===== config.mk =====
export PLATFORM = sky130hd
export DESIGN_NAME = register_file
export DESIGN_NICKNAME = d
export VERILOG_FILES = /design/src/rtl/register_file.sv
export SDC_FILE = /design/constraint.sdc
export NUM_CORES = 2
export LEC_CHECK = 0
export CORE_MARGIN = 10
export CORE_UTILIZATION = 50
export DETAILED_ROUTE_END_ITERATION = 16
export PLACE_DENSITY_LB_ADDON = 0.08
export SLEW_MARGIN = 10
export SYNTH_ARGS = -nofsm -noshare
export SYNTH_HDL_FRONTEND = slang
export SYNTH_SLANG_ARGS = --single-unit

===== constraint.sdc =====
create_clock -name clk -period 92.2 [get_ports clk]
set_input_delay 9.22 -clock clk [delete_from_list [all_inputs] [get_ports clk]]
set_output_delay 9.22 -clock clk [all_outputs]
set_load 0.02 [all_outputs]

===== src/rtl/register_file.sv =====
// -----------------------------------------------------------------------------
// register_file
//
// General-purpose integer register file for the RISC-V core: NUM_REGS entries
// of DATA_WIDTH bits, two combinational read ports, one synchronous write port.
// Register x0 is hardwired to zero. A write that is being presented in the
// current cycle is forwarded to any read port addressing the same register, so
// decode sees write-back data without waiting for the clock edge.
//
// Ports:
//   clk  in   system clock; writes occur on the rising edge
//   rst  in   asynchronous, active-high reset; clears every register
//   rr1  in   read port 1 register index
//   rr2  in   read port 2 register index
//   wr   in   write register index
//   wd   in   write data
//   wen  in   write enable, active-high
//   rd1  out  read data, port 1
//   rd2  out  read data, port 2
//
// NUM_REGS must equal 2**ADDR_WIDTH; every index value is then a valid entry.
// -----------------------------------------------------------------------------
module register_file #(
    parameter int DATA_WIDTH = 32,
    parameter int ADDR_WIDTH = 5,
    parameter int NUM_REGS   = 32
) (
    input  logic                  clk,
    input  logic                  rst,
    input  logic [ADDR_WIDTH-1:0] rr1,
    input  logic [ADDR_WIDTH-1:0] rr2,
    input  logic [ADDR_WIDTH-1:0] wr,
    input  logic [DATA_WIDTH-1:0] wd,
    input  logic                  wen,
    output logic [DATA_WIDTH-1:0] rd1,
    output logic [DATA_WIDTH-1:0] rd2
);

    // Entry 0 is kept in the array so every index maps directly, but it is
    // never written and therefore stays at its reset value of zero.
    logic [DATA_WIDTH-1:0] regs_q [NUM_REGS];
    logic [DATA_WIDTH-1:0] regs_d [NUM_REGS];

    // A write is live only when enabled, out of reset and not aimed at x0.
    logic write_live;
    assign write_live = wen && !rst && (wr != '0);

    always_comb begin
        regs_d = regs_q;
        if (write_live) begin
            regs_d[wr] = wd;
        end
    end

    always_ff @(posedge clk or posedge rst) begin
        if (rst) begin
            for (int i = 0; i < NUM_REGS; i++) begin
                regs_q[i] <= '0;
            end
        end else begin
            for (int i = 0; i < NUM_REGS; i++) begin
                regs_q[i] <= regs_d[i];
            end
        end
    end

    // Read priority: reset forces zero, x0 is zero, an in-flight write to the
    // same index is forwarded, otherwise the stored value is returned. The
    // forwarded value equals what is stored at the edge, so the port output
    // does not glitch across the write.
    always_comb begin
        rd1 = regs_q[rr1];
        if (rst || (rr1 == '0)) begin
            rd1 = '0;
        end else if (write_live && (rr1 == wr)) begin
            rd1 = wd;
        end
    end

    always_comb begin
        rd2 = regs_q[rr2];
        if (rst || (rr2 == '0)) begin
            rd2 = '0;
        end else if (write_live && (rr2 == wr)) begin
            rd2 = wd;
        end
    end

endmodule


* Yosys cells after proc, flatten, opt, wreduce, memory -nomap -nowiden *
Index checks and enable logic that the tools add are counted.
Widths: inputs -> output; s select.

word-level totals
  logic and storage cells = 65
  register bits = 1,024

operators by class
  reductions and logical operators = 11
  magnitude comparators = 4
  eq/ne operators = 2
  mux-type cells = 13
  bitwise logic cells = 3

operators by type and width
  operator            number
  $bwmux 1024         1
  $bmux 32 s5         2
  $mux 32             9
  $demux 32 s5        1
  $ge 6x6->1 const B  3
  $not 5->6           3
  $eq 5x5->1          2
  $logic_not 5->1     2
  $lt 6x1->1 const B  1
  $logic_and 1x1->1   5
  $reduce_bool 5->1   1
  $logic_or 1x1->1    2
  $logic_not 1->1     1

* Depth between registers and ports, before layout *
  word-level depth = 6
  depth in mapped cells = 9
  depth with buffers taken out = 5

* Worst setup path after synthesis *
No wires, ideal clock.

  path kind = in2out
  from = input rst
  to = output rd2[10]
  stages on the path = 5
  data required time = 82,980 ps
  path slack = 47,581 ps
  arrival = 35,399 ps
  cells stage by stage = inv_1 o311ai_1 buf_2 a21oi_1 a221o_1

between the ends
  cells in the longest elaborated chain, start to end = 6
  elaborated cells between the ends (all ways) = 7
  classes of those cells = mux: 2; reduce/logical: 5

ends and longest elaborated chain
  item                              line  text
  start, declared                   29    input logic rst,
  $logic_not 1->1 (no source line)  n/a
  $logic_and 1x1->1 (2 in series)   46    assign write_live = wen && !rst && (wr != '0);
  $logic_and 1x1->1                 84    end else if (write_live && (rr2 == wr)) begin
  $mux 32                           84
  $mux 32 *                         82    if (rst || (rr2 == '0)) begin
  end, declared                     36    output logic [DATA_WIDTH-1:0] rd2

Every way passes the cells marked *; elsewhere a longest branch is shown, timed or not.

* Worst setup path after layout *
  from = input rr1[0]
  to = output rd1[31]

between the ends
  cells in the longest elaborated chain, start to end = 6
  elaborated cells between the ends (all ways) = 10
  classes of those cells = eq/ne: 1; mux: 5; bitwise: 1; reduce/logical: 3

ends and longest elaborated chain
  item                                         line  text
  start, declared                              30    input logic [ADDR_WIDTH-1:0] rr1,
  $not 5->6 (not written as such)              72    rd1 = regs_q[rr1];
  $bmux 32 s5                                  72
  $mux 32 (not written as such) (2 in series)  72
  $mux 32                                      75    end else if (write_live && (rr1 == wr)) begin
  $mux 32 *                                    73    if (rst || (rr1 == '0)) begin
  end, declared                                35    output logic [DATA_WIDTH-1:0] rd1,

Every way passes the cells marked *; elsewhere a longest branch is shown, timed or not. The select of a mux whose other input is x is not followed.

==> results.py <==
metrics = {
    "status": {
        "outcome": "finished, final reports clean",
    },
    "routing": {
        "drcViolationCount": 0,
        "routed_via_density": 6.87,
        "drtPass1Iterations": 6,
        "via_count": 36300,
        "ant_nets": 0,
        "wl_per_cell_um": 34.1,
        "drt_iter0_drc": 2936,
        "drt-total-wl_um": 180000,
    },
    "run": {
        "drv_cap": 0,
    },
    "timing": {
        "finalSetupTns_ns": 0,
        "fin_crit_ns": 23.43,
        "fin_crit_sh_pct": 25.4,
        "tightest_slew_ns": 1.26,
        "setup_violations": 0,
        "fmax_mhz": 42.7,
        "drv_slew": 0,
        "skew_ns": 0,
        "slew_headroom_pct": 15.5,
        "rsz0062_at_grt": "false",
        "hold_ws_ns": 0.394,
        "final_hold_viol_count": 0,
    },
    "grt": {
        "grt_pass1_vias": 38300,
        "grt_use_total_pct": 28.4,
        "antenna_found_initial": 8,
        "grt_max_degree": 191,
        "overflow": 0,
        "grt_pass1_wl_um": 265000,
    },
    "hold_path": {
        "hold_path.class": "register to register",
        "hold_depth": 0,
    },
    "critical_path": {
        "cp-end-kind": "primary output",
        "required_ns": 82.98,
        "worstSetupStartpointType": "primary input",
        "slowest_stage": "buf_4",
        "crit_family": "buffers and inverters",
        "path_common_cell": "buf_4",
        "cp.arrival_ns": 14.21,
        "crit_chain": "buf_8 > buf_4 > buf_4 > buf_4 > mux4_2 > nor2b_1 > a211oi_1 > a211oi_1 > a211o_1 > clkdlybuf4s50_1",
        "crit_path_max_fanout": 60,
        "max_stage_delay_ns": 0.84,
        "worstSetupPathType": "primary input to primary output",
        "r2r_cells": 1,
        "crit_buf_inv": 5,
        "cp_num_cells": 10,
    },
    "synth": {
        "synth_compound_area_share_pct": 7.12,
        "syn-num-nets": 3875,
        "synth_top_family_by_area": "multiplexers",
        "synth-simple-area-share_pct": 1.33,
        "netlist_area_um2": 55500,
        "ys_seq_elements": 1024,
        "synth.area.mux_share_pct": 41.5,
        "ys_types": 42,
        "syn_inst": 3825,
        "synth-xor-area-share_pct": 0.158,
        "synthArstFlopShare_pct": 100,
        "synth_edf_count": 0,
        "synth_ff_type": "dfrtp_1",
        "synth_area_per_cell_um2": 14.5,
        "yosysSeqAreaShare_pct": 46.2,
        "yosys_warnings": 0,
        "synth_fa_ha_area_share_pct": 0,
    },
    "cts": {
        "cts.path.max_buffers": 3,
        "hold_buffers": 0,
        "cts_tree": "yes",
        "root_buffer": "clkbuf_16",
        "cts.sinks": 1024,
        "cts_made_buffers": 118,
        "cts_max_level": 3,
        "clk_pin_slew_worst_paths_ns": 0.06,
        "clk_latency_ns": 0.70,
        "cts_setup_buffers": 0,
        "post_cts_resized": 0,
    },
    "floorplanning": {
        "start_util_pct": 50.3,
        "rows": 122,
        "die_area_um2": 125000,
        "die_height_um": 353,
        "ios": 114,
        "core_um2": 110000,
        "die_w_um": 353,
    },
    "place": {
        "gp_congestion": 0.810,
        "portBuffers": 113,
        "place_area_um2": 57400,
        "dp.final_hpwl_um": 98200,
    },
    "final_layout": {
        "layout_common_cells": "1024 x dfrtp_1, 985 x mux2_2, 384 x mux4_2",
        "layout_commonest_cell": "dfrtp_1",
        "largest_register": "regs_q",
        "stdcell_area_um2": 61300,
        "largestRegisters": "regs_q x1024",
        "nFillCells": 8871,
        "fin_nets": 3748,
        "drive_gt1_share_pct": 44.7,
        "largest_reg_flops": 1024,
        "area_growth_pct": 10.5,
    },
    "power": {
        "power.density_nw_per_um2": 20.0,
        "sw_frac_of_total_pct": 26.6,
        "seq_power_share_pct": 44.7,
        "p_clk_share_pct": 38.7,
        "combPwrFrac_pct": 16.5,
        "power.leakage_nw": 27.5,
        "p_sw_uw": 326,
        "p_int_uw": 901,
        "ir_worst_vdd_uv": 17.5,
        "total_power_mw": 1.23,
    },
}
[cell families after synthesis]
group | count (synthesis)
and+or+nand+nor | 128
AOI/OAI and AO/OA | 518
muxes | 1696
DFF | 1024
buffers and inverters | 449
xor gates and xnor gates | 10
[cell type report]
type,count,area (um^2),area share (%)
Inverter,3,18.8,0.0306
Antenna cell,2,5.00,0.00816
Multi-Input combinational cell,2352,28000,45.7
Clock inverter,35,387,0.630
Clock buffer,175,3550,5.79
Tap cell,1488,1860,3.04
Sequential cell,1024,25600,41.8
Timing Repair Buffer,199,1850,3.02
[through the flow]
stage | instances | util (%) | setup WS (ns)
3_3_place_gp | 5065 | 52.0 | 68.69
5_1_grt | 5276 | 55.6 | 68.42
4_1_cts | 5275 | 55.6 | 68.65
3_5_place_dp | 5065 | 52.0 | 68.65
6_report | 5278 | 55.6 | 68.77
2_1_floorplan | 3825 | - | 47.58
[synth_stat cells (all sizes together), types with 2 or more instances]
cell / n / area share [%]
mux2: 992 / 20
a211o: 32 / 0.51
inv: 3 / 0.020
mux2i: 320 / 5.8
mux4: 384 / 16
a211oi: 96 / 1.3
o21bai: 64 / 0.87
nand3b: 4 / 0.054
dfrtp: 1024 / 46
a22oi: 64 / 0.87
o21ai: 2 / 0.025
a221oi: 128 / 2.0
or2: 2 / 0.023
nor3b: 4 / 0.074
nor3: 5 / 0.045
nor2: 16 / 0.11
nor2b: 67 / 0.76
nand3: 4 / 0.036
clkbuf: 224 / 1.5
xnor2: 10 / 0.16
nand4b: 3 / 0.047
nand2: 18 / 0.12
o311ai: 2 / 0.032
a221o: 32 / 0.58
a21oi: 96 / 0.87
buf: 222 / 2.2
[power groups by stage]
stage                     logic, mW  registers, mW  clock network (mW)
final                         0.203          0.549               0.475
after global routing          0.217          0.556               0.502
after detailed placement      0.203          0.555                   0
after floorplan               0.157          0.543                   0
after global placement        0.197          0.548                   0
after CTS                     0.204          0.548               0.483
[worst paths after layout]
path                               from           end  slack (ns)
hold / removal             regs_q[1001]  regs_q[1001]        0.39
hold reg to reg            regs_q[1001]  regs_q[1001]        0.39
setup reg to reg            regs_q[246]   regs_q[246]       91.37
min in group asynchronous           rst  regs_q[1019]        9.27
setup / recovery                 rr1[0]       rd1[31]       68.77
max in group asynchronous           rst   regs_q[556]       78.99
[per-layer routing]
metal,global-route usage [%],share of wire [%],up-vias,wire [um]
li1,-,-,14600,-
met1,39.9,43,19700,77700
met2,44.0,46,1548,82100
met3,5.66,7.5,381,13600
met4,9.31,3.6,10,6440
met5,0,0.038,-,69
Power figures use the tool's default switching activity.
